<file path="config.mk">
export PLATFORM = sky130hd
export DESIGN_NAME = mul_div_unit
export DESIGN_NICKNAME = d
export VERILOG_FILES = /design/src/rtl/mul_div_unit.sv
export SDC_FILE = /design/constraint.sdc
export NUM_CORES = 1
export LEC_CHECK = 0
export ABC_AREA = 1
export CAP_MARGIN = 20
export CORE_MARGIN = 5
export CORE_UTILIZATION = 54
export DETAILED_ROUTE_END_ITERATION = 7
export GPL_TIMING_DRIVEN = 0
export MAX_ROUTING_LAYER = met4
export PLACE_DENSITY = 0.72
export RECOVER_POWER = 25
export REMOVE_ABC_BUFFERS = 1
export SLEW_MARGIN = 25
export SYNTH_ARGS = -nofsm -noshare
export SYNTH_HDL_FRONTEND = slang
export SYNTH_SLANG_ARGS = --single-unit
export TNS_END_PERCENT = 1
</file>
<file path="constraint.sdc">
create_clock -name clk -period 2.8 [get_ports clk]
set_clock_uncertainty 0.15 [all_clocks]
set_input_delay 0.42 -clock clk [delete_from_list [all_inputs] [get_ports clk]]
set_output_delay 0.42 -clock clk [all_outputs]
set_load 0.05 [all_outputs]
</file>
<file path="src/rtl/mul_div_unit.sv">
// mul_div_unit: iterative RV32M/RV64M multiply/divide engine for the EX stage.
// Multiplies use radix-2 shift-add and divides use restoring division, both on operand
// magnitudes with signs applied in DONE. Divide-by-zero, signed overflow and reserved
// ops finish without iterating.
// Optional feature macro: MUL_DIV_FAST_MUL_EN (single-cycle combinational multiplies).
`ifndef XLEN
`define XLEN 32
`endif

module mul_div_unit #(
    parameter int XLEN = `XLEN
) (
    input  logic            clk,
    input  logic            reset_n,
    input  logic            start,
    input  logic [3:0]      mul_div_op,
    input  logic            is_word_op,
    input  logic [XLEN-1:0] operand_a,
    input  logic [XLEN-1:0] operand_b,
    input  logic            flush,
    output logic [XLEN-1:0] result,
    output logic            ready,
    output logic            busy
);
    localparam int CW    = $clog2(XLEN);
    localparam bit HAS_W = (XLEN == 64);

    typedef enum logic [1:0] {IDLE, COMPUTE, DONE} state_t;

    state_t            state_q, state_d;
    logic [CW-1:0]     cnt_q, cnt_d;
    logic [3:0]        op_q, op_d;
    logic              word_q, word_d;
    logic [2*XLEN-1:0] a_q, a_d;
    logic [XLEN-1:0]   b_q, b_d;
    logic [2*XLEN-1:0] acc_q, acc_d;
    logic              neg_q, neg_d;
    logic              rneg_q, rneg_d;
    logic              spec_q, spec_d;
    logic [XLEN-1:0]   result_q, result_d;

    logic              word_in, a_signed, b_signed, a_neg, b_neg;
    logic [XLEN-1:0]   ext_a, ext_b, mag_a, mag_b, min_val;
    logic [2*XLEN-1:0] mul_sum, prod;
    logic [XLEN:0]     rem_sh;
    logic              rem_ge;
    logic [XLEN-1:0]   rem_new, raw_res, final_res;
    logic [CW-1:0]     last_cnt;
    logic              busy_c;

    function automatic logic [XLEN-1:0] sext32(input logic [31:0] x);
        logic signed [31:0] t;
        t = x;
        return XLEN'(t);
    endfunction

    // Operand preparation: W truncation/extension, sign detection and magnitudes
    always_comb begin
        word_in  = HAS_W && is_word_op;
        a_signed = (mul_div_op == 4'd0) || (mul_div_op == 4'd1) || (mul_div_op == 4'd2) ||
                   (mul_div_op == 4'd4) || (mul_div_op == 4'd6);
        b_signed = (mul_div_op == 4'd0) || (mul_div_op == 4'd1) ||
                   (mul_div_op == 4'd4) || (mul_div_op == 4'd6);
        ext_a    = operand_a;
        ext_b    = operand_b;
        if (word_in) begin
            ext_a = a_signed ? sext32(operand_a[31:0]) : XLEN'(operand_a[31:0]);
            ext_b = b_signed ? sext32(operand_b[31:0]) : XLEN'(operand_b[31:0]);
        end
        a_neg    = a_signed && ext_a[XLEN-1];
        b_neg    = b_signed && ext_b[XLEN-1];
        mag_a    = a_neg ? -ext_a : ext_a;
        mag_b    = b_neg ? -ext_b : ext_b;
        min_val  = word_in ? sext32(32'h8000_0000) : {1'b1, {(XLEN-1){1'b0}}};
    end

    // One iteration step of shift-add multiply and restoring divide, plus the DONE result
    always_comb begin
        mul_sum  = b_q[0] ? (acc_q + a_q) : acc_q;
        rem_sh   = {acc_q[XLEN-1:0], a_q[XLEN-1]};
        rem_ge   = (rem_sh >= {1'b0, b_q});
        rem_new  = rem_ge ? (rem_sh[XLEN-1:0] - b_q) : rem_sh[XLEN-1:0];
        last_cnt = word_q ? CW'(31) : CW'(XLEN-1);
        prod     = neg_q ? -acc_q : acc_q;
        case (op_q)
            4'd0:                raw_res = prod[XLEN-1:0];
            4'd1, 4'd2, 4'd3:    raw_res = word_q ? XLEN'(prod[63:32]) : prod[2*XLEN-1:XLEN];
            4'd4, 4'd5:          raw_res = neg_q ? -a_q[XLEN-1:0] : a_q[XLEN-1:0];
            4'd6, 4'd7:          raw_res = rneg_q ? -acc_q[XLEN-1:0] : acc_q[XLEN-1:0];
            default:             raw_res = '0;
        endcase
        if (spec_q) begin
            raw_res = acc_q[XLEN-1:0];
        end
        final_res = word_q ? sext32(raw_res[31:0]) : raw_res;
    end

    // Next-state and datapath control for IDLE -> COMPUTE/DONE -> IDLE
    always_comb begin
        state_d  = state_q;
        cnt_d    = '0;
        op_d     = op_q;
        word_d   = word_q;
        a_d      = a_q;
        b_d      = b_q;
        acc_d    = acc_q;
        neg_d    = neg_q;
        rneg_d   = rneg_q;
        spec_d   = spec_q;
        result_d = result_q;
        busy_c   = 1'b0;
        ready    = 1'b0;
        case (state_q)
            IDLE: begin
                if (start && !flush) begin
                    busy_c = 1'b1;
                    op_d   = mul_div_op;
                    word_d = word_in;
                    neg_d  = a_neg ^ b_neg;
                    rneg_d = a_neg;
                    spec_d = 1'b0;
                    a_d    = '0;
                    b_d    = '0;
                    acc_d  = '0;
                    if (mul_div_op[3]) begin
                        spec_d  = 1'b1;
                        state_d = DONE;
                    end else if (mul_div_op[2] && (ext_b == '0)) begin
                        spec_d  = 1'b1;
                        acc_d   = {{XLEN{1'b0}}, (mul_div_op[1] ? ext_a : {XLEN{1'b1}})};
                        state_d = DONE;
                    end else if (mul_div_op[2] && !mul_div_op[0] && (ext_a == min_val) &&
                                 (ext_b == {XLEN{1'b1}})) begin
                        spec_d  = 1'b1;
                        acc_d   = {{XLEN{1'b0}}, (mul_div_op[1] ? {XLEN{1'b0}} : ext_a)};
                        state_d = DONE;
                    end else if (mul_div_op[2]) begin
                        a_d     = {{XLEN{1'b0}}, (word_in ? (mag_a << (XLEN - 32)) : mag_a)};
                        b_d     = mag_b;
                        state_d = COMPUTE;
                    end else begin
`ifdef MUL_DIV_FAST_MUL_EN
                        acc_d   = {{XLEN{1'b0}}, mag_a} * {{XLEN{1'b0}}, mag_b};
                        state_d = DONE;
`else
                        a_d     = {{XLEN{1'b0}}, mag_a};
                        b_d     = mag_b;
                        state_d = COMPUTE;
`endif
                    end
                end
            end
            COMPUTE: begin
                busy_c = 1'b1;
                cnt_d  = cnt_q + CW'(1);
                if (!op_q[2]) begin
                    acc_d = mul_sum;
                    a_d   = a_q << 1;
                    b_d   = b_q >> 1;
                end else begin
                    acc_d = {{XLEN{1'b0}}, rem_new};
                    a_d   = {{XLEN{1'b0}}, a_q[XLEN-2:0], rem_ge};
                end
                if (cnt_q == last_cnt) begin
                    state_d = DONE;
                end
            end
            DONE: begin
                ready    = 1'b1;
                result_d = final_res;
                state_d  = IDLE;
            end
            default: state_d = IDLE;
        endcase
        if (flush) begin
            state_d = IDLE;
        end
    end

    assign busy   = busy_c && reset_n;
    assign result = (state_q == DONE) ? final_res : result_q;

    // State register
    always_ff @(posedge clk or negedge reset_n) begin
        if (!reset_n) begin
            state_q <= IDLE;
        end else begin
            state_q <= state_d;
        end
    end

    // Counter, captured operation, operand/accumulator and result registers
    always_ff @(posedge clk or negedge reset_n) begin
        if (!reset_n) begin
            cnt_q    <= '0;
            op_q     <= '0;
            word_q   <= 1'b0;
            a_q      <= '0;
            b_q      <= '0;
            acc_q    <= '0;
            neg_q    <= 1'b0;
            rneg_q   <= 1'b0;
            spec_q   <= 1'b0;
            result_q <= '0;
        end else begin
            cnt_q    <= cnt_d;
            op_q     <= op_d;
            word_q   <= word_d;
            a_q      <= a_d;
            b_q      <= b_d;
            acc_q    <= acc_d;
            neg_q    <= neg_d;
            rneg_q   <= rneg_d;
            spec_q   <= spec_d;
            result_q <= result_d;
        end
    end

endmodule
</file>
==> qor.yml <==
dieArea_um2: 47800
totalNegativeSetupSlack_ns: -27.04
detail_route.vias_per_cell: 6.00
globalRouteTotalUtil_pct: 45.8
drc: 0
grt_pass1_wl_mm: 162
finish.net_count: 4395
pin_count: 107
pre_cts_worst_setup_slack_ns: -2.69
irDropWorstVdd_mv: 0.625
die_width_um: 219
place.detailed.hpwl_mm: 80.5
clock_tree.root_cell: "sky130_fd_sc_hd__clkbuf_16"
clock_insertion_delay_worst_skew_ns: 0.60
seq_area_frac_synth_pct: 21.9
cts_htree_levels: 1
yosysWarningCount: 0
synthesis.instances: 4076
hp-class: "reg -> reg"
rows: 76
period_minus_slack_ns: 3.66
static_power_due_to_leakage_nw: 13.5
io_buffer_count: 105
core_region_area_um2: 43100
route.final.wire_length_mm: 110
power_density_nw_per_um2: 872
vias: 29000
worstPathArrival_ns: 3.09
clockBufferDepth: 3
final_gp_congestion: 1.09
area_growth_from_synthesis_to_layout_pct: 21.5
grt_max_degree: 83
vias_in_the_first_global_route: 26200
wl_per_cell_um: 22.8
drt.antenna.violating_nets: 0
start_util_pct: 54.6
failing_checks: "capacitance limit, slew limit, setup timing"
tritoncts_clock_tree: "done"
report.power.total_mw: 24.9
cts-buffers-inserted: 27
synthesized_area_per_cell_um2: 5.77
worst_slack_ns: -0.865
detail_route.first_pass.iterations: 6
timing.max_cap.violations: 1
grt-ovfl-total: 0
ratio_of_cells_with_drive_above_1_in_the_final_layout_pct: 15.6
run_status: "complete, but fails checks"
post_synth_design_cell_area_um2: 23500
cp-start-kind: "register"
fmax_mhz: 273
max_slew.worst_pin.slew_ns: 1.60
critical_path_required_ns: 2.23
unrepaired_setup_endpoints_after_global_routing: "true"
max_slew_margin_pct: -6.39
dieHeight_um: 219
timing.final.hold_violations: 0
antenna_found_initial: 8
cts.reportedPaths.clkPinSlew_ns: 0.06
final_setup_vio_count: 68
final_min_period_over_clock_period_pct: 131
ys_ff_latch: 206
timing_worst_setup_path_type: "reg -> out"
detailedRoute.firstIterationViolations: 4126
worstPathMaxFanout: 6
maxSlewViolCount: 54
end_kind: "primary output"
yosysUniqueCellTypes: 61
cts_num_sinks: 206
## registers in the layout, summed over array words and instances, names as in the netlist
signal    flops
b_q          32
result_q     32
state_q       2
cnt_q         5
a_q          64
spec_q        1
rneg_q        1
acc_q        64
neg_q         1
op_q          4
## through the flow
stage               instances  cell area [µm²]  hold WS (ns)  utilization, %
floorplan                3971            22900       -0.0256               -
global placement         4661            24700         0.303            57.4
detailed placement       4668            25000         0.212            57.9
CTS                      4799            27600         0.196            64.2
global route             4830            28500         0.350            66.3
finish                   4831            28500         0.319            66.3
## area by class of cell
cell class,instances,area (µm²)
flip-flops and latches,206,5250
repair inverters,5,33.8
clock buffers,34,752
multi-input cells,3227,17300
well taps,585,732
inverters,541,2170
repair buffers,210,2130
fillers,4106,14500
diodes,8,20.0
clock inverters,15,145
## path summary, 6_finish.rpt
check / endpoint / cells past startpoint / slack, ns / from
setup / recovery: result[13] / 14 / -0.86 / acc_q[6]$_DFFE_PN0P_
setup reg to reg: acc_q[26]$_DFFE_PN0P_ / 16 / -0.19 / acc_q[4]$_DFFE_PN0P_
hold reg to reg: cnt_q[0]$_DFF_PN0_ / 1 / 0.32 / cnt_q[0]$_DFF_PN0_
max in group asynchronous: acc_q[19]$_DFFE_PN0P_ / 4 / 0.04 / reset_n
min in group asynchronous: cnt_q[1]$_DFF_PN0_ / 2 / 0.57 / reset_n
hold / removal: cnt_q[0]$_DFF_PN0_ / 1 / 0.32 / cnt_q[0]$_DFF_PN0_
## cells by family (layout without fill, tap and decap cells)
kind of cell             Yosys count  in the layout  share of synthesized area (%)
AND/OR/NAND/NOR                 2422           2425                           43.7
buffers and inverters            646            805                           11.1
AO/OA/AOI/OAI                    632            632                           15.2
flip-flops                       206            206                           21.9
adder cells (fa/ha/maj)          104            104                           5.60
XOR/XNOR                          66             66                           2.46
other                              0              8                              0
## cells in the mapped netlist (all sizes together)
cell type  count  share of area (%)
nand4         52                1.4
or2           15               0.40
inv          540                8.6
dfrtp        206                 22
o41ai          1              0.037
a211oi         1              0.032
a22oi         24               0.77
a31oi          4               0.11
o21bai        48                1.5
buf           68                1.9
a21oi        274                5.9
a21boi         5               0.16
nor4           9               0.33
o221ai         2              0.075
and2           5               0.14
o22ai         74                2.0
nand3b        38                1.2
clkinv         1              0.016
xnor2          7               0.26
a31o           2              0.075
o21a           4               0.13
and3           4               0.11
o31ai          3              0.096
a21o          10               0.32
nand2       1166                 19
nor3          44                1.0
ha           102                5.4
fa             2               0.17
nor2         731                 12
xor2          59                2.2
o21ai        167                3.6
nand3        357                7.8
o211ai        11               0.35
a221oi         2              0.075
nor3b          1              0.032
clkbuf        37               0.59
## placed cells by master (no fill, tap or decap), types with 34 or more instances in the layout
cell	count
sky130_fd_sc_hd__a21oi_1	220
sky130_fd_sc_hd__a21oi_2	50
sky130_fd_sc_hd__buf_4	82
sky130_fd_sc_hd__buf_6	40
sky130_fd_sc_hd__clkdlybuf4s50_1	70
sky130_fd_sc_hd__dfrtp_1	157
sky130_fd_sc_hd__dfrtp_2	34
sky130_fd_sc_hd__ha_1	66
sky130_fd_sc_hd__inv_1	499
sky130_fd_sc_hd__nand2_1	1089
sky130_fd_sc_hd__nand2_2	62
sky130_fd_sc_hd__nand3_1	323
sky130_fd_sc_hd__nand3b_1	38
sky130_fd_sc_hd__nand4_1	51
sky130_fd_sc_hd__nor2_1	589
sky130_fd_sc_hd__nor2_2	85
sky130_fd_sc_hd__nor2_4	59
sky130_fd_sc_hd__nor3_1	36
sky130_fd_sc_hd__o21ai_0	128
sky130_fd_sc_hd__o21ai_1	36
sky130_fd_sc_hd__o21bai_1	45
sky130_fd_sc_hd__o22ai_1	74
sky130_fd_sc_hd__xor2_1	59
## worst max-delay path, cell delays in order, from the launching register on
cell,delay [ns]
sky130_fd_sc_hd__dfrtp_4,0.57
sky130_fd_sc_hd__nor2_4,0.17
sky130_fd_sc_hd__nand2_2,0.09
sky130_fd_sc_hd__nor2_4,0.24
sky130_fd_sc_hd__nand2_4,0.18
sky130_fd_sc_hd__nor2_4,0.13
sky130_fd_sc_hd__nand2_2,0.08
sky130_fd_sc_hd__nor2_4,0.20
sky130_fd_sc_hd__nand2_2,0.09
sky130_fd_sc_hd__nand3_2,0.09
sky130_fd_sc_hd__nand3_4,0.11
sky130_fd_sc_hd__nand2_4,0.12
sky130_fd_sc_hd__nand2_2,0.06
sky130_fd_sc_hd__a21oi_2,0.18
sky130_fd_sc_hd__buf_6,0.18
## where the power goes
| part | switching (mW) | total (mW) | internal, mW |
|---|---|---|---|
| combinational | 11.0 | 16.3 | 5.29 |
| clock | 1.56 | 3.65 | 2.08 |
| sequential | 1.22 | 4.98 | 3.76 |
| total | 13.7 | 24.9 | 11.1 |
## timing repair
action                                  in CTS  in global routing
hold endpoints to repair                    51                  0
gates cloned                                 9                  0
hold buffers                                 1                  0
endpoints found under the setup margin     226                107
pin swaps                                   40                 40
gates resized for setup                    533                196
setup buffers                               72                 24
## routing by layer
metal / wire (µm) / global-route usage [%] / vias to the layer above / share of wire (%)
li1: - / - / 13500 / -
met1: 43000 / 60.9 / 13200 / 39
met2: 43600 / 62.7 / 1846 / 40
met3: 16700 / 15.6 / 445 / 15
met4: 6840 / 20.7 / 0 / 6.2
met5: 0 / - / - / 0
(Power assumes the default switching activity.)
